`src/rtl/GlobalsPKG.sv`:
```
// Shared game-wide constants and types: level element encoding, grabbable
// object metadata layout, grid geometry and the object-table state encoding.
package GlobalsPKG;

  localparam int MAX_OBJECTS = 20;
  localparam int GRID_ROWS   = 15;
  localparam int GRID_COLS   = 20;
  localparam int GRID_CELLS  = GRID_ROWS * GRID_COLS;
  localparam int SLOT_W      = $clog2(MAX_OBJECTS);

  // Kind of thing occupying a grid cell; FILLER marks "nothing here".
  typedef enum logic [2:0] {
    FILLER      = 3'd0,
    VALUABLE_1  = 3'd1,
    VALUABLE_2  = 3'd2,
    VALUABLE_3  = 3'd3,
    ROCK_1      = 3'd4,
    ROCK_2      = 3'd5,
    BOMB        = 3'd6,
    MYSTERY_BAG = 3'd7
  } LEVEL_ELEMENTS;

  // One grabbable object: what it is and which grid cell it sits in.
  typedef struct packed {
    LEVEL_ELEMENTS element;
    logic [8:0]    index;
  } GRABBABLE_OBJECT_METADATA;

  // Object table control states.
  typedef enum logic [2:0] {
    IDLE  = 3'd0,
    LOAD  = 3'd1,
    READY = 3'd2,
    SCAN  = 3'd3,
    RESP  = 3'd4
  } TABLE_STATE;

  // True for the element kinds that count towards level completion.
  function automatic logic is_valuable(input LEVEL_ELEMENTS e);
    logic v;
    case (e)
      VALUABLE_1: v = 1'b1;
      VALUABLE_2: v = 1'b1;
      VALUABLE_3: v = 1'b1;
      default:    v = 1'b0;
    endcase
    return v;
  endfunction

endpackage

```
`src/rtl/grab_object_table.sv`:
```
// Live table of grabbable objects for the current level. Filled by the level
// loader, then answers "which object is in cell N" queries from the hook by a
// linear one-slot-per-cycle scan, optionally removing the object it finds.
module grab_object_table
  import GlobalsPKG::*;
#(
  parameter int MAX_OBJECTS = GlobalsPKG::MAX_OBJECTS,
  parameter int GRID_ROWS   = GlobalsPKG::GRID_ROWS,
  parameter int GRID_COLS   = GlobalsPKG::GRID_COLS
) (
  input  logic                     clk,
  input  logic                     reset,
  input  logic                     load_start,
  input  logic                     ld_valid,
  output logic                     ld_ready,
  input  GRABBABLE_OBJECT_METADATA ld_obj,
  input  logic                     ld_last,
  input  logic                     q_valid,
  output logic                     q_ready,
  input  logic [8:0]               q_index,
  input  logic                     q_take,
  output logic                     resp_valid,
  output logic                     resp_hit,
  output GRABBABLE_OBJECT_METADATA resp_obj,
  output logic [4:0]               resp_slot,
  output logic [4:0]               valuables_left,
  output logic                     level_clear,
  output logic                     load_err
);

  localparam int SW = (MAX_OBJECTS > 1) ? $clog2(MAX_OBJECTS) : 1;
  localparam int FW = $clog2(MAX_OBJECTS + 1);
  localparam logic [FW-1:0] MAX_F     = FW'(MAX_OBJECTS);
  localparam logic [SW-1:0] LAST_SLOT = SW'(MAX_OBJECTS - 1);
  localparam logic [9:0]    CELLS     = 10'(GRID_ROWS * GRID_COLS);

  // Storage: metadata plus a separate occupancy vector, so an empty slot never
  // needs a FILLER encoding.
  GRABBABLE_OBJECT_METADATA meta_r [MAX_OBJECTS];
  logic [MAX_OBJECTS-1:0]   occ_r;

  TABLE_STATE               state_r;
  logic [FW-1:0]            fill_r;
  logic [SW-1:0]            scan_r;
  logic [8:0]               q_index_r;
  logic                     take_r;
  logic                     hit_r;
  logic [SW-1:0]            slot_r;
  logic [4:0]               val_cnt_r;
  logic                     ld_ready_r;
  logic                     q_ready_r;
  logic                     resp_valid_r;
  logic                     resp_hit_r;
  GRABBABLE_OBJECT_METADATA resp_obj_r;
  logic [4:0]               resp_slot_r;
  logic                     level_clear_r;
  logic                     load_err_r;

  logic                     ld_fire_s;
  logic                     ld_oor_s;
  logic                     ld_store_s;
  logic                     q_fire_s;
  logic                     scan_hit_s;
  logic                     take_clear_s;
  TABLE_STATE               state_next_s;
  logic [FW-1:0]            fill_next_s;
  logic [4:0]               cnt_next_s;

  assign ld_fire_s    = (state_r == LOAD) && ld_ready_r && ld_valid;
  assign ld_oor_s     = ({1'b0, ld_obj.index} >= CELLS);
  assign ld_store_s   = ld_fire_s && !ld_oor_s && (ld_obj.element != FILLER);
  assign q_fire_s     = (state_r == READY) && q_ready_r && q_valid;
  assign scan_hit_s   = occ_r[scan_r] && (meta_r[scan_r].index == q_index_r);
  assign take_clear_s = (state_r == RESP) && hit_r && take_r;

  // Next state, fill pointer and valuables count for the current cycle.
  always_comb begin
    state_next_s = state_r;
    fill_next_s  = fill_r;
    cnt_next_s   = val_cnt_r;
    case (state_r)
      IDLE: begin
        state_next_s = IDLE;
      end
      LOAD: begin
        if (ld_fire_s) begin
          fill_next_s = fill_r + FW'(1);
          if (ld_store_s && is_valuable(ld_obj.element)) begin
            cnt_next_s = val_cnt_r + 5'd1;
          end else begin
            cnt_next_s = val_cnt_r;
          end
          if (ld_last || (fill_next_s == MAX_F)) begin
            state_next_s = READY;
          end else begin
            state_next_s = LOAD;
          end
        end else begin
          state_next_s = LOAD;
        end
      end
      READY: begin
        if (q_fire_s) begin
          state_next_s = SCAN;
        end else begin
          state_next_s = READY;
        end
      end
      SCAN: begin
        if (scan_hit_s || (scan_r == LAST_SLOT)) begin
          state_next_s = RESP;
        end else begin
          state_next_s = SCAN;
        end
      end
      RESP: begin
        state_next_s = READY;
        if (take_clear_s && is_valuable(meta_r[slot_r].element)) begin
          cnt_next_s = val_cnt_r - 5'd1;
        end else begin
          cnt_next_s = val_cnt_r;
        end
      end
      default: begin
        state_next_s = IDLE;
      end
    endcase
  end

  // Slot payload capture; contents only matter where occ_r marks the slot live.
  always_ff @(posedge clk) begin
    if (ld_store_s && !reset && !load_start) begin
      meta_r[fill_r[SW-1:0]] <= ld_obj;
    end
  end

  // Control state, occupancy, scan bookkeeping and all registered outputs.
  always_ff @(posedge clk) begin
    if (reset || load_start) begin
      state_r       <= reset ? IDLE : LOAD;
      ld_ready_r    <= reset ? 1'b0 : (MAX_OBJECTS > 0);
      fill_r        <= '0;
      occ_r         <= '0;
      scan_r        <= '0;
      q_index_r     <= 9'd0;
      take_r        <= 1'b0;
      hit_r         <= 1'b0;
      slot_r        <= '0;
      val_cnt_r     <= 5'd0;
      q_ready_r     <= 1'b0;
      resp_valid_r  <= 1'b0;
      resp_hit_r    <= 1'b0;
      resp_obj_r    <= '0;
      resp_slot_r   <= 5'd0;
      level_clear_r <= 1'b0;
      load_err_r    <= 1'b0;
    end else begin
      state_r      <= state_next_s;
      fill_r       <= fill_next_s;
      val_cnt_r    <= cnt_next_s;
      resp_valid_r <= 1'b0;
      case (state_r)
        LOAD: begin
          if (ld_store_s) begin
            occ_r[fill_r[SW-1:0]] <= 1'b1;
          end
          if (ld_fire_s && ld_oor_s) begin
            load_err_r <= 1'b1;
          end
        end
        READY: begin
          if (q_fire_s) begin
            q_index_r <= q_index;
            take_r    <= q_take;
            scan_r    <= '0;
          end
        end
        SCAN: begin
          if (scan_hit_s) begin
            hit_r  <= 1'b1;
            slot_r <= scan_r;
          end else if (scan_r == LAST_SLOT) begin
            hit_r  <= 1'b0;
            slot_r <= '0;
          end else begin
            scan_r <= scan_r + SW'(1);
          end
        end
        RESP: begin
          resp_valid_r <= 1'b1;
          resp_hit_r   <= hit_r;
          resp_obj_r   <= hit_r ? meta_r[slot_r] : '0;
          resp_slot_r  <= hit_r ? 5'(slot_r) : 5'd0;
          if (take_clear_s) begin
            occ_r[slot_r] <= 1'b0;
          end
        end
        default: begin
        end
      endcase
      ld_ready_r    <= (state_next_s == LOAD) && (fill_next_s < MAX_F);
      // Held low for one cycle after each response so a query never overlaps it.
      q_ready_r     <= (state_r == READY) && !q_fire_s;
      level_clear_r <= (state_next_s == READY) && (cnt_next_s == 5'd0);
    end
  end

  assign ld_ready       = ld_ready_r;
  assign q_ready        = q_ready_r;
  assign resp_valid     = resp_valid_r;
  assign resp_hit       = resp_hit_r;
  assign resp_obj       = resp_obj_r;
  assign resp_slot      = resp_slot_r;
  assign valuables_left = val_cnt_r;
  assign level_clear    = level_clear_r;
  assign load_err       = load_err_r;

endmodule

```
`config.mk`:
```
export PLATFORM = sky130hd
export DESIGN_NAME = grab_object_table
export DESIGN_NICKNAME = d
export VERILOG_FILES = /design/src/rtl/GlobalsPKG.sv /design/src/rtl/grab_object_table.sv
export SDC_FILE = /design/constraint.sdc
export NUM_CORES = 1
export LEC_CHECK = 0
export ABC_AREA = 1
export CORE_ASPECT_RATIO = 2
export CORE_UTILIZATION = 39
export CTS_CLUSTER_DIAMETER = 150
export CTS_CLUSTER_SIZE = 14
export DETAILED_ROUTE_END_ITERATION = 10
export GPL_ROUTABILITY_DRIVEN = 0
export GPL_TIMING_DRIVEN = 1
export PLACE_DENSITY = 0.68
export SYNTH_ARGS = -nofsm -noshare
export SYNTH_HDL_FRONTEND = slang
export SYNTH_SLANG_ARGS = --single-unit
export TNS_END_PERCENT = 30
```
`constraint.sdc`:
```
create_clock -name clk -period 2.9 [get_ports clk]
set_input_delay 0.58 -clock clk [delete_from_list [all_inputs] [get_ports clk]]
set_output_delay 0.58 -clock clk [all_outputs]
set_load 0.01 [all_outputs]
```
* Word-level counts from Yosys, hierarchy flattened *
Memories as Yosys holds them, arrays and structs flattened. A register that Yosys moved wholly into a read port is not among the register bits.
Index checks and enable logic that the tools add are counted.

cells by class
  add/sub/neg operators = 4
  $lt $le $gt $ge = 7
  equal/unequal tests = 20
  muxes and demuxes = 46
  bitwise logic cells = 3
  reductions and logical operators = 38

operator list
  cell                   count
  $mux W5                15
  $mux W20               2
  $pmux W20 S2           1
  $eq A3 B2 Y1 const B   7
  $and A20 B20 Y20       1
  $not A20 Y20           1
  $or A20 B20 Y20        1
  $pmux W5 S2            2
  $logic_and A1 B1 Y1    19
  $lt A5 B6 Y1 const B   3
  $mux W1                17
  $add A5 B1 Y5 const B  3
  $eq A3 B1 Y1 const B   4
  $mux W12               1
  $pmux W3 S4            1
  $demux W1 S5           2
  $eq A5 B5 Y1 const B   2
  $ge A5 B1 Y1 const B   2
  $ne A2 B2 Y1 const B   5
  $eq A9 B9 Y1           1
  $ge A9 B9 Y1 const B   1
  $mux W3                3
  $reduce_and A2 Y1      3
  $reduce_bool A2 Y1     3
  other kinds (12)       18

storage, ports and cells
  register bits after elaboration = 77
  bits in writable memories = 240
  input port bits = 28
  output and inout bits = 28
  memories kept = 1

memory list
  memory  words  width  rd ports  clocked after memory_dff  wr ports  line                     RTL
  meta_r  20     12     2         2                         1         grab_object_table.sv:39  GRABBABLE_OBJECT_METADATA meta_r [MAX_OBJECTS];

* Longest topological paths before layout *
Gate-level depths: netlist of run 1.

  depth in word-level cells = 11
  gate-level depth with buffers = 22
  depth with buffers taken out = 19

* Worst setup path after synthesis of run 1 *
Ideal clock, no wire load.

  path kind = input to register
  from = input port ld_obj[2] in the netlist's numbering
  to = memory meta_r[10][0] in the netlist's numbering (enable)
  library setup time = 396 ps
  data arrival time = 2456 ps
  slack = 48 ps
  stages = 9
  path buffers = 1
  cells stage by stage = nand2_1 inv_1 o21ai_0 nand2_1 a21oi_1 o31ai_1 or2_2 clkbuf_1 nor3_1

on the way
  word-level cells in the longest chain between the ends = 8

ends and longest elaborated chain
  what                              line                      RTL
  start, declared                   grab_object_table.sv:16   input GRABBABLE_OBJECT_METADATA ld_obj,
  $ge A9 B9 Y1                      grab_object_table.sv:70   assign ld_oor_s = ({1'b0, ld_obj.index} >= CELLS);
  $logic_not A1 Y1                  grab_object_table.sv:71   assign ld_store_s = ld_fire_s && !ld_oor_s && (ld_obj.element != FILLER);
  $logic_and A1 B1 Y1 (2 in a row)  grab_object_table.sv:71
  $logic_and A1 B1 Y1 (2 in a row)  grab_object_table.sv:132  if (ld_store_s && !reset && !load_start) begin
  $mux W1                           grab_object_table.sv:132
  $mux W1 (not written as such)     grab_object_table.sv:133  meta_r[fill_r[SW-1:0]] <= ld_obj;
  end, declared                     grab_object_table.sv:39

No other way between the ends.

==> results of run 1 <==
==> worst paths after layout <==
path                               to  slack (ns)  cells after the start
max reg2reg                      flop        0.17                     19
min          resp_obj[7]$_SDFFE_PP0P_        0.46                      2
max                              flop        0.17                     19
min reg2reg  resp_obj[7]$_SDFFE_PP0P_        0.46                      2
==> sequential cells by signal (all words and copies together) (netlist names), 3 cells and up, named ones only <==
register	cells
state_r	3
resp_slot	5
fill_r	5
resp_obj	12
scan_r	5
q_index_r	9
occ_r	20
slot_r	5
valuables_left	5
meta_r	240
==> stage by stage <==
| stage | hold slack, ns | instances | power, mW |
|---|---|---|---|
| after floorplan | 0.444 | 1665 | 5.16 |
| after global placement | 0.456 | 2244 | 5.33 |
| after detailed placement | 0.457 | 2244 | 5.33 |
| after CTS | 0.467 | 2292 | 8.63 |
| after global routing | 0.483 | 2293 | 8.80 |
| final | 0.463 | 2293 | 8.60 |
==> synthesized netlist by cell type (all sizes together), types with 7 or more instances <==
cell,count
edfxtp,240
nand3,222
a21oi,71
clkbuf,62
nor2,147
inv,92
ha,7
o221ai,32
buf,47
nand4,21
o22ai,9
dfxtp,87
o21ai,150
nor3,30
nand2,374
a221oi,12
o211ai,26
xor2,8
==> worst max-delay path, delay by kind of cell (launching register included) <==
family / cells / cell delay [ns]
AND/OR/NAND/NOR: 14 / 1.42
buffers and inverters: 4 / 0.63
flip-flops: 1 / 0.36
AO/OA/AOI/OAI: 1 / 0.20
==> power groups by stage <==
stage               logic (mW)  registers, mW  clock network, mW
floorplan               0.0439           5.12                  0
global placement         0.211           5.12                  0
detailed placement       0.211           5.12                  0
CTS                      0.212           5.01               3.40
global route             0.224           5.01               3.57
finish                   0.217           5.01               3.37
==> cell type report <==
cell class | count | share of cell area
Sequential cell | 327 | 0.498
Multi-Input combinational cell | 1134 | 0.311
Timing Repair Buffer | 169 | 0.0923
Clock buffer | 47 | 0.0417
Tap cell | 520 | 0.0362
Inverter | 95 | 0.0200
Clock inverter | 1 | 0.000626
==> kinds of logic after synthesis <==
logic type	after synthesis
AO/OA/AOI/OAI	316
flip-flops	327
adder cells (fa/ha/maj)	7
buffers and inverters	204
XOR/XNOR	9
AND/OR/NAND/NOR	802
==> metal layers <==
metal  part of all wire  wire (um)
met5                  0          0
met4              0.091       4890
met3              0.074       3960
met2               0.52      28200
met1               0.31      16900
==> impl_metrics.sql, run 1 <==
INSERT INTO impl_metrics (metric_group, metric, value, unit) VALUES
('status', 'status', 'finished clean', ''),
('cells_and_area', 'area_growth_syn_to_layout', '17.6', '%'),
('route', 'vias_per_cell', '5.84', ''),
('clocking', 'cts-hold-fix-buffers', '0', ''),
('cells_and_area', 'fillerInstances', '3564', ''),
('power_and_ir_drop', 'p_leak', '6.32', 'nW'),
('global_route', 'grt_pass1_wl', '79.1', 'mm'),
('power_and_ir_drop', 'clkPwrFrac', '0.392', ''),
('yosys', 'synth-edff-count', '240', ''),
('yosys', 'syn_inst', '1665', ''),
('route', 'drt-initial-drc-count', '1513', ''),
('power_and_ir_drop', 'switching_share', '0.207', ''),
('clocking', 'clk-insertion-delay-late', '0.56', 'ns'),
('floorplan', 'num_rows', '102', ''),
('hold_path', 'timing.hold.worst.class', 'reg -> reg', ''),
('setup_path', 'worstPathRequired', '3.37', 'ns'),
('global_route', 'grt_max_degree', '72', ''),
('placement', 'post-place-ws', '-0.245', 'ns'),
('setup_path', 'worst_path_most_repeated_cell', 'sky130_fd_sc_hd__nand2_1', ''),
('cells_and_area', 'layout.nets', '1789', ''),
('yosys', 'synth_sequential_area_ratio', '0.585', ''),
('sta', 'slew_violations', '0', ''),
('clocking', 'clock_path_buffers', '3', ''),
('global_route', 'groute.layer.met3.usage', '0.0396', ''),
('sta', 'fin_worst_skew', '0.0168', 'ns'),
('sta', 'totalNegativeSetupSlack', '0', 'ns'),
('route', 'wirelength', '53.9', 'mm'),
('yosys', 'synth_fa_ha_area_frac', '0.00573', ''),
('placement', 'numPortBuffers', '55', ''),
('cells_and_area', 'drive_gt1_frac', '0.105', ''),
('route', 'antenna_left', '0', ''),
('setup_path', 'timing.critical_path.cells', 'inv_2, buf_12, nand2_1, nand3_1, nand3_1, nand2_1, nand2_1, nand3_1, nand2_1, nand2_1, nand2_1, nor2_2, nand2_1, nor2_2, nand3_2, inv_2, buf_4, nand2_1, a21oi_1', ''),
('floorplan', 'ios', '56', ''),
('yosys', 'syn_avg_cell_area', '9.19', 'sq um'),
('global_route', 'grt_antenna_before_repair', '0', ''),
('job', 'max-cap-violations', '0', ''),
('yosys', 'post_synth_instance_area', '15300', 'sq um'),
('power_and_ir_drop', 'net_sw_power', '1.78', 'mW'),
('setup_path', 'startpoint_type', 'flop', ''),
('floorplan', 'coreArea', '38700', 'sq um'),
('yosys', 'ys_warnings', '0', ''),
('floorplan', 'die_x', '142', 'um'),
('power_and_ir_drop', 'power.density', '478', 'nW/um^2'),
('yosys', 'synth_xor_xnor_area_share', '0.00515', ''),
('clocking', 'cts_num_sinks', '327', ''),
('clocking', 'h-tree-depth', '1', ''),
('placement', 'detailed_place.area', '17200', 'sq um'),
('hold_path', 'hold_path_startpoint', 'resp_obj[7]$_SDFFE_PP0P_', ''),
('sta', 'worst_slew_pin_slew', '0.715', 'ns'),
('sta', 'setup_viol_count_final', '0', ''),
('floorplan', 'initial_standard_cell_utilization_of_the_core', '0.396', ''),
('sta', 'finalCritPeriodShare', '0.942', ''),
('yosys', 'synth_top_family_by_area', 'simple AND/OR/NAND/NOR gates', ''),
('setup_path', 'end_kind', 'flop', ''),
('yosys', 'synth_cell_types', '39', ''),
('yosys', 'synth-simple-area-share', '0.224', ''),
('yosys', 'synth_mux_area_frac', '0', ''),
('cells_and_area', 'final_core_utilization', '0.465', ''),
('floorplan', 'die_height', '282', 'um'),
('clocking', 'root_buffer', 'sky130_fd_sc_hd__clkbuf_16', ''),
('setup_path', 'worst_path_max_delay_cell', 'sky130_fd_sc_hd__dfxtp_4', ''),
('power_and_ir_drop', 'share_seq_of_total_power', '0.582', ''),
('cells_and_area', 'layout.cells.most_common_list', '371 x sky130_fd_sc_hd__nand2_1, 240 x sky130_fd_sc_hd__edfxtp_1, 219 x sky130_fd_sc_hd__nand3_1', ''),
('cells_and_area', 'register_area', '8960', 'sq um'),
('sta', 'rsz_0062_raised_after_global_routing', 'false', ''),
('route', 'route.detailed.wl_per_inst', '23.5', 'um'),
('yosys', 'synthFlopType', 'sky130_fd_sc_hd__edfxtp_1', ''),
('route', 'drt_drc_violations_left', '0', ''),
('cells_and_area', 'finalInstanceArea', '18000', 'sq um'),
('cells_and_area', 'insertedDiodeCount', '0', ''),
('cells_and_area', 'multi_input_area', '5590', 'sq um');
No activity file was read; power rests on OpenSTA's default activity.
==> run 2: changes to the inputs <==
CTS_BUF_LIST = sky130_fd_sc_hd__clkbuf_2   (was default)
==> run 2 against run 1 <==
- first-iteration DRC count decreased by 18%
- clock skew grew 0.052 ns
- wire length shrank 1.0%
- final area shrank 2.8%
- highest routed layer unchanged
- flip-flop and latch count stayed put
==> impl_metrics.sql, run 2 (synthesis results as in run 1) <==
INSERT INTO impl_metrics (metric_group, metric, value, unit) VALUES
('cells_and_area', 'layout.cells.most_common', 'sky130_fd_sc_hd__nand2_1', ''),
('clocking', 'h-tree-depth', '1', ''),
('cells_and_area', 'fillerInstances', '3642', ''),
('global_route', 'grt_max_degree', '72', ''),
('setup_path', 'cp.buffers_inverters', '4', ''),
('clocking', 'worst_setup_hold_path_clk_slew', '0.28', 'ns'),
('power_and_ir_drop', 'p_leak', '6.16', 'nW'),
('route', 'antenna_left', '0', ''),
('floorplan', 'die_x', '142', 'um'),
('cells_and_area', 'area_growth_syn_to_layout', '14.3', '%'),
('setup_path', 'worst_path_most_repeated_cell', 'sky130_fd_sc_hd__nand2_1', ''),
('clocking', 'postCtsSetupBuffers', '0', ''),
('sta', 'timing_hold_violations_final', '0', ''),
('hold_path', 'holdPathStages', '3', ''),
('route', 'drt-initial-drc-count', '1245', ''),
('global_route', 'global_route.overflow_total', '0', ''),
('route', 'vias_per_cell', '5.82', ''),
('floorplan', 'ios', '56', ''),
('floorplan', 'initial_standard_cell_utilization_of_the_core', '0.396', ''),
('hold_path', 'timing.hold.worst.class', 'in -> reg', ''),
('floorplan', 'coreArea', '38700', 'sq um'),
('sta', 'hold_slack', '0.176', 'ns'),
('route', 'detail_route.first_pass.iterations', '6', ''),
('route', 'wl_met2', '27.9', 'mm'),
('setup_path', 'timing.critical_path.cells', 'inv_2, buf_12, nand2_1, nand3_1, nand3_1, nand2_1, nand2_1, nand3_1, nand2_1, nand2_1, nand2_1, nor2_2, nand2_1, nor2_2, nand3_2, inv_2, buf_4, nand2_1, a21oi_1', ''),
('global_route', 'first_global_vias', '13087', ''),
('setup_path', 'worstPathRequired', '3.79', 'ns'),
('sta', 'rsz_0062_raised_after_global_routing', 'false', ''),
('setup_path', 'worst-setup-path-type', 'reg -> reg', ''),
('setup_path', 'startpoint_type', 'flop', ''),
('sta', 'final.setup.worst_slack', '0.153', 'ns'),
('job', 'max-cap-violations', '0', ''),
('setup_path', 'critPathArrivalTime', '3.64', 'ns'),
('clocking', 'root_buffer', 'sky130_fd_sc_hd__clkbuf_2', ''),
('floorplan', 'num_rows', '102', ''),
('placement', 'detailed_place_hpwl', '37.5', 'mm'),
('floorplan', 'die_area', '40100', 'sq um'),
('clocking', 'tritoncts', 'done', ''),
('power_and_ir_drop', 'power.density', '405', 'nW/um^2'),
('floorplan', 'die_height', '282', 'um'),
('status', 'status', 'finished clean', ''),
('clocking', 'clock_path_buffers', '3', ''),
('sta', 'fin_worst_skew', '0.0683', 'ns'),
('route', 'dr.max_layer_used', 'met4', ''),
('global_route', 'grt_pass1_wl', '78.5', 'mm'),
('setup_path', 'crit_fanout', '28', ''),
('route', 'route.detailed.wl_per_inst', '23.3', 'um'),
('cells_and_area', 'drive_gt1_frac', '0.118', ''),
('sta', 'setup_viol_count_final', '0', ''),
('route', 'wirelength', '53.3', 'mm'),
('global_route', 'gr-usage-all-layers', '0.270', ''),
('sta', 'finalCritPeriodShare', '0.947', ''),
('route', 'wirelength_met1', '16.8', 'mm'),
('cells_and_area', 'largest_reg_flops', '240', ''),
('sta', 'timing.fmax', '364', 'MHz'),
('global_route', 'grt_antenna_before_repair', '1', ''),
('sta', 'worst_slew_pin_slew', '0.701', 'ns'),
('setup_path', 'reg2regPathDepth', '19', ''),
('clocking', 'clk-insertion-delay-late', '0.97', 'ns'),
('sta', 'slew_headroom', '0.532', ''),
('sta', 'slew_violations', '0', ''),
('route', 'num_vias', '13341', ''),
('placement', 'post-place-ws', '-0.245', 'ns'),
('cells_and_area', 'layout.cells.most_common_list', '368 x sky130_fd_sc_hd__nand2_1, 240 x sky130_fd_sc_hd__edfxtp_1, 219 x sky130_fd_sc_hd__nand3_1', ''),
('route', 'drt_drc_violations_left', '0', ''),
('power_and_ir_drop', 'power.total', '7.08', 'mW'),
('clocking', 'cts_buffers', '27', ''),
('sta', 'period_minus_slack', '2.75', 'ns'),
('clocking', 'cts-hold-fix-buffers', '0', ''),
('clocking', 'cts_num_sinks', '327', ''),
('setup_path', 'critical_path_cell_count', '19', ''),
('cells_and_area', 'layout.nets', '1789', ''),
('setup_path', 'critical_path.top_delay_family', 'simple AND/OR/NAND/NOR gates', ''),
('route', 'wl_met3', '3.54', 'mm'),
('setup_path', 'worst_path_largest_cell_delay', '0.42', 'ns'),
('setup_path', 'end_kind', 'flop', ''),
('power_and_ir_drop', 'worst_ir_drop_vdd', '0.302', 'mV'),
('placement', 'numPortBuffers', '55', ''),
('setup_path', 'worst_path_max_delay_cell', 'sky130_fd_sc_hd__dfxtp_4', '');
-- run 2: cell types whose count changed in the layout (fill, tap and decap cells not counted) --
| cell | before | now |
|---|---|---|
| sky130_fd_sc_hd__clkbuf_2 | 0 | 47 |
| sky130_fd_sc_hd__clkbuf_16 | 28 | 1 |
| sky130_fd_sc_hd__clkbuf_1 | 20 | 0 |
| sky130_fd_sc_hd__nand2_1 | 371 | 368 |
| sky130_fd_sc_hd__nand2_2 | 3 | 6 |
| sky130_fd_sc_hd__diode_2 | 0 | 1 |
-- run 2: path summary, 6_finish.rpt --
path	from	end	slack (ns)
max reg2reg	flop	flop	0.15
max	flop	flop	0.15
min	load_start	ld_ready$_DFF_P_	0.18
min reg2reg	resp_obj[7]$_SDFFE_PP0P_	resp_obj[7]$_SDFFE_PP0P_	0.48
-- run 2: timing repair --
action | CTS | global route
gates resized for setup | 0 | 15
endpoints found under the setup margin | 0 | 21
hold endpoints to repair | 0 | 0
-- run 2: area by class of cell --
type | count | area (sq um) | area share
clock buffer | 47 | 235 | 0.0135
antenna | 1 | 2.50 | 0.000143
sequential | 327 | 8960 | 0.513
timing repair buffer | 169 | 1660 | 0.0950
clock inverter | 1 | 11.3 | 0.000644
inverter | 95 | 359 | 0.0205
multi-input combinational | 1134 | 5600 | 0.320
tap | 520 | 651 | 0.0372
-- run 2: through the flow --
step | std cells | utilization | instance area, sq um | setup TNS (ns)
finish | 2294 | 0.452 | 17500 | 0
global route | 2294 | 0.452 | 17500 | 0
CTS | 2292 | 0.450 | 17400 | 0
detailed placement | 2244 | 0.444 | 17200 | -26.78
global placement | 2244 | 0.444 | 17200 | -28.42
floorplan | 1665 | - | 15300 | 0
-- run 2: metal layers --
metal,up-vias,global-route usage
li1,6023,-
met5,-,0
met3,262,0.0301
met1,6307,0.268
met4,0,0.216
met2,749,0.502
-- run 2: power by group --
part           internal [mW]  switching (mW)  total [mW]
sequential              5.01         0.00417        5.02
combinational         0.0658           0.149       0.214
clock                  0.419            1.43        1.85
total                   5.50            1.58        7.08
-- run 2: worst reg2reg max path: cells and delay by family, from the launching register on --
kind | cells | cell delay [ns]
simple gates | 14 | 1.45
flops | 1 | 0.42
buf+inv | 4 | 0.63
compound gates | 1 | 0.20
==> RTL edit 1: new RTL, config.mk and constraints of run 2 <==
Set the package constant `MAX_OBJECTS` to 10 (it was 20).
--- a/src/rtl/GlobalsPKG.sv
+++ b/src/rtl/GlobalsPKG.sv
@@ -2,7 +2,7 @@
 // object metadata layout, grid geometry and the object-table state encoding.
 package GlobalsPKG;
 
-  localparam int MAX_OBJECTS = 20;
+  localparam int MAX_OBJECTS = 10;
   localparam int GRID_ROWS   = 15;
   localparam int GRID_COLS   = 20;
   localparam int GRID_CELLS  = GRID_ROWS * GRID_COLS;
Formal check against the unedited RTL: no difference found for any inputs over 4 cycles, from zero or initial values; that may be too few to reach the edited logic, so the function may still have changed.
==> RTL edit 1 against run 2 <==
Sequential cell count fell by 136; total power down 38%; routed wire length is 50% lower; synthesized cell count decreased by 38%; non-clock buffer count down 61; worst setup slack lost 0.0094 ns; clock power is 28% lower; area after synthesis fell by 40%; cell area is 40% lower; sequential share of layout area fell by 3.2 points; critical path type unchanged; largest cell class unchanged.
==> RTL edit 1: results (changes against run 2) <==
- Mapped Nets: 1,066 (-37%)
- Number of global-route vias before repair: 7,660 (-41%)
- Reg2Reg Depth: 16 (-3)
- Clk slew on worst S/H paths: 0.29 ns
- Main flop type after synthesis: edfxtp_1
- HPWL Detailed: 19.8 mm (-47%)
- Relative slew margins: 0.590 (+0.0581)
- Synth Area in XOR/XNOR: 0.00673 (+0.00158)
- Library cells used by synthesis: 47 (+21%)
- Leak pwr: 3.92 nW (-36%)
- Slowest stage delay, CP: 0.59 ns (+0.17 ns)
- Top cells by area, synth: edfxtp_1 (40%), dfxtp_1 (16%), nand2_1 (6.8%)
- Commonest cells post-synth: nand2_1 (165), edfxtp_1 (120), inv_1 (117)
- Area fraction in compound gates after synthesis: 0.155 (+0.0326)
- R2R Setup Slk: 0.14 ns
- CP max-delay cell: dfxtp_2
- Tot GR Track Use: 0.238 (-0.0326)
- First-pass GRT wire length: 41.4 mm (-47%)
- Num CTS Buffers: 17 (-37%)
- Mux cell area share after synthesis: 0.00110 (+0.00110)
- Non-Filler Instances: 1,399 (-39%)
- Worst Hold End: q_index_r[1]$_SDFFE_PP0P_
- Clk_lat worst skew: 0.83 ns (-0.14 ns)
- Largest net degree at the start of global routing: 50 (-31%)
- DP Area: 10,200 um^2 (-40%)
- Clk_skew: 0.0469 ns (-0.0214 ns)
- First-pass detailed-route iteration total: 5 (-1)
- Layout cells sized above 1: 0.115 (-0.00249)
- Via Count: 7,641 (-43%)
- Setup WS pre-CTS: 0.123 ns (+0.367 ns)
- Final wirelength: 26.7 mm (-50%)
- Layout Nets: 1,141 (-36%)
- CTS max path bufs: 2 (-1)
- Largest register FFs: 120 (-50%)
- DR iter-0 viols: 565 (-55%)
- H-Tree Level Count: 4 (+3)
- Minimum hold slack: 0.361 ns (+0.185 ns)
- Synth Area per Inst: 8.84 um^2 (-3.8%)
- Post-synth EDFFs: 120 (-50%)
- # port buffers: 54 (-1.8%)
- Seq/Total Area, Yosys: 0.552 (-0.0332)
- Area share of fa/ha/maj cells after synthesis: 0.0110 (+0.00527)
- Hold path start: q_index[1]
- Status: finished, final reports clean
- Placed cells: 1,366 (-39%)
- Peak VDD IR: 0.323 mV (+7.2%)
- Fill count: 2,211 (-39%)
- Crit Path Max Fanout: 18 (-36%)
- Gates resized, CTS repair: 0 (unchanged)
## RTL edit 1: cell count changes after synthesis, moves of 15 or more
cell,delta
dfxtp_1,-16
edfxtp_1,-120
buf_2,-15
nand4_1,-15
a21oi_1,+37
inv_1,+29
o211ai_1,-15
nor2_1,-75
nand2_1,-209
nand3_1,-116
o221ai_1,-32
clkbuf_1,-36
o21ai_0,-48
## RTL edit 1: worst max path at each step
stage | startpoint | cells past startpoint | to | slack, ns
final | register | 16 | register | 0.14
after global routing | register | 16 | register | 0.04
after CTS | register | 16 | register | 0.21
after detailed placement | ld_obj[10] | 12 | level_clear$_SDFF_PP0_ | 0.12
after global placement | ld_obj[3] | 12 | meta_r[8][10]$_DFFE_PP_ | 0.11
after floorplan | ld_obj[3] | 9 | meta_r[8][0]$_DFFE_PP_ | -0.02
## RTL edit 1: logic make-up after synthesis
family,after synthesis
other,1
multiplexers,1
flip-flops,191
XOR/XNOR,7
buffers and inverters,177
adder cells (fa/ha/maj),8
AND/OR/NAND/NOR,390
AO/OA/AOI/OAI,255
## RTL edit 1: area by class of cell
cell class,count,area [um^2],area share
inverter,125,482,0.0461
clock buffer,18,90.1,0.00861
tap,280,350,0.0335
timing repair buffer,108,971,0.0928
sequential,191,5030,0.481
clock inverter,14,146,0.0140
antenna,1,2.50,0.000239
multi-input combinational,662,3390,0.324
## RTL edit 1: critical path: cells and delay by family (launching register included)
| family | cells | cell delay [ns] |
|---|---|---|
| DFF | 1 | 0.59 |
| and+or+nand+nor | 12 | 1.30 |
| AOI/OAI and AO/OA | 1 | 0.23 |
| buffers and inverters | 3 | 0.57 |
## RTL edit 1: report_power, final
| part | internal [mW] | switching (mW) | total (mW) |
|---|---|---|---|
| Clock | 0.383 | 0.954 | 1.34 |
| Sequential | 2.89 | 0.00391 | 2.89 |
| Combinational | 0.0611 | 0.0926 | 0.154 |
## RTL edit 1: routing by layer
layer	track usage	part of all wire	vias to the layer above
li1	-	-	3682
met2	0.435	0.54	285
met4	0.165	0.067	0
met1	0.237	0.34	3588
met5	0	0	-
met3	0.0359	0.049	86
==> RTL edit 2: new RTL, flow settings as in run 2 <==
Made on the original files. Encoding of `TABLE_STATE`: now Gray code (3 bits for 5 states).
--- a/src/rtl/GlobalsPKG.sv
+++ b/src/rtl/GlobalsPKG.sv
@@ -28,11 +28,11 @@
 
   // Object table control states.
   typedef enum logic [2:0] {
-    IDLE  = 3'd0,
-    LOAD  = 3'd1,
-    READY = 3'd2,
-    SCAN  = 3'd3,
-    RESP  = 3'd4
+    IDLE  = 3'b000,
+    LOAD  = 3'b001,
+    READY = 3'b011,
+    SCAN  = 3'b010,
+    RESP  = 3'b110
   } TABLE_STATE;
 
   // True for the element kinds that count towards level completion.
Formal check against the unedited RTL: same outputs for any inputs over 4 cycles, from zero or initial values; so few cycles prove little.
==> RTL edit 2 against run 2 <==
Routed wire length decreased by 4.7%; sequential cell count unchanged; synthesized cell count decreased by 2.0%; sequential power about the same; worst setup slack got worse by 0.036 ns; area after synthesis decreased by 0.55%; critical path depth decreased by 7; sequential share of layout area increased by 0.98 points; total power increased by 1.6%; cell area decreased by 1.9%; largest cell class unchanged.
==> RTL edit 2: results (changes against run 2) <==
- Warnings from Yosys: 0 (unchanged)
- Met3 Wirelength: 3.27 mm (-7.6%)
- CP Data Arrival Time: 3.35 ns (-0.29 ns)
- Tot GR Track Use: 0.257 (-0.0128)
- Seq/Total Area, Yosys: 0.588 (+0.00322)
- Status: finished, final reports clean
- Met2 GRT Util: 0.467 (-0.0349)
- H-Tree Level Count: 1 (unchanged)
- Reg2Reg Depth: 11 (-8)
- Setup WS pre-CTS: -0.875 ns (-0.630 ns)
- Crit Path Max Fanout: 16 (-43%)
- Commonest cells post-synth: nand2_1 (335), edfxtp_1 (240), nand3_1 (197)
- Initial antenna violation count: 2 (+1)
- Hold path start: q_index[7]
- Relative slew margins: 0.257 (-0.276)
- First-pass detailed-route iteration total: 8 (+2)
- Top cells by area, synth: edfxtp_1 (47%), dfxtp_1 (11%), nand2_1 (8.3%)
- Area fraction in compound gates after synthesis: 0.134 (+0.0113)
- Layout cells sized above 1: 0.103 (-0.0144)
- Achievable frequency: 0.359 GHz (-1.3%)
- DP Area: 16,700 um^2 (-2.4%)
- Mapped Nets: 1,667 (-1.9%)
- Grt met3 use: 0.0288 (-0.00134)
- WL met1: 16.8 mm (+0.26%)
- Fill count: 3,733 (+2.5%)
- Largest net degree at the start of global routing: 92 (+28%)
- Peak VDD IR: 0.284 mV (-5.8%)
- Synth Area in XOR/XNOR: 0.00576 (+0.000604)
- Num CTS Buffers: 27 (unchanged)
- Root Buffer: clkbuf_2
- Clk slew on worst S/H paths: 0.29 ns
- CP Class: in2reg
- Post-synth EDFFs: 240 (unchanged)
- Clk_lat worst skew: 1.01 ns (+0.04 ns)
- Hold Crit Class: in2reg
- Library cells used by synthesis: 36 (-7.7%)
- HPWL Detailed: 35.3 mm (-5.7%)
- Number of global-route vias before repair: 12,500 (-4.3%)
- Area share of fa/ha/maj cells after synthesis: 0.00576 (+0.0000316)
- Metal2 WL: 26.3 mm (-5.9%)
- First-pass GRT wire length: 75.5 mm (-3.8%)
- Gate Count Post-Synth: 1,632 (-2.0%)
- Clk_skew: 0.116 ns (+0.0473 ns)
- # port buffers: 55 (unchanged)
- Area of the mapped netlist: 15,200 um^2 (-0.55%)
- Non-Filler Instances: 2,232 (-2.7%)
- DR iter-0 viols: 1,560 (+25%)
- Leak pwr: 5.96 nW (-3.3%)
- Final wirelength: 50.8 mm (-4.7%)
- Vias/cell: 5.77 (-0.80%)
- Hold depth: 3 (unchanged)
- Worst Hold End: q_index_r[7]$_SDFFE_PP0P_
- M1 GR Usage: 0.272 (+0.00373)
[RTL edit 2: changes by cell type after synthesis, moves of 8 or more]
| cell | before | now |
|---|---|---|
| nand2_1 | 374 | 335 |
| a21oi_1 | 70 | 61 |
| buf_2 | 27 | 40 |
| a311oi_1 | 3 | 14 |
| nand4_1 | 21 | 11 |
| o21ai_0 | 149 | 167 |
| a41oi_1 | 3 | 15 |
| nand3_1 | 220 | 197 |
| nor2_1 | 144 | 172 |
| inv_1 | 88 | 75 |
| a221oi_1 | 12 | 4 |
[RTL edit 2: metrics by stage]
stage          hold slack, ns  TNS (ns)
3_5_place_dp            0.460   -193.06
6_report                0.196         0
4_1_cts                 0.145         0
2_1_floorplan           0.444         0
3_3_place_gp            0.454   -195.58
5_1_grt                 0.171   -0.0417
[RTL edit 2: critical path: stages]
cell and delay (ns):
clkdlybuf4s50_1 0.40, buf_4 0.17, nor2_1 0.27, buf_4 0.19, o21ai_0 0.12, nand2_1 0.17, nand2_1 0.13, nor2_1 0.16
nand2_1 0.12, buf_12 0.19, buf_12 0.14, nor3_2 0.70
[RTL edit 2: final cells by class]
type	count	area, um^2	area share
multi-input cells	1115	5600	0.326
inverters	82	310	0.0181
flip-flops and latches	327	8960	0.523
well taps	520	651	0.0379
repair buffers	139	1380	0.0806
clock buffers	47	235	0.0137
clock inverters	1	11.3	0.000657
diodes	1	2.50	0.000146
[RTL edit 2: repair_timing]
item	CTS	global route
setup buffers	0	2
endpoints found under the hold margin	0	0
resized for setup	0	22
endpoints found under the setup margin	0	66
[RTL edit 2: report_power, final]
part           switching (mW)  internal [mW]  leakage [nW]
clock network            1.48          0.418         0.201
logic                   0.181         0.0865          2.90
registers             0.00491           5.02          2.86
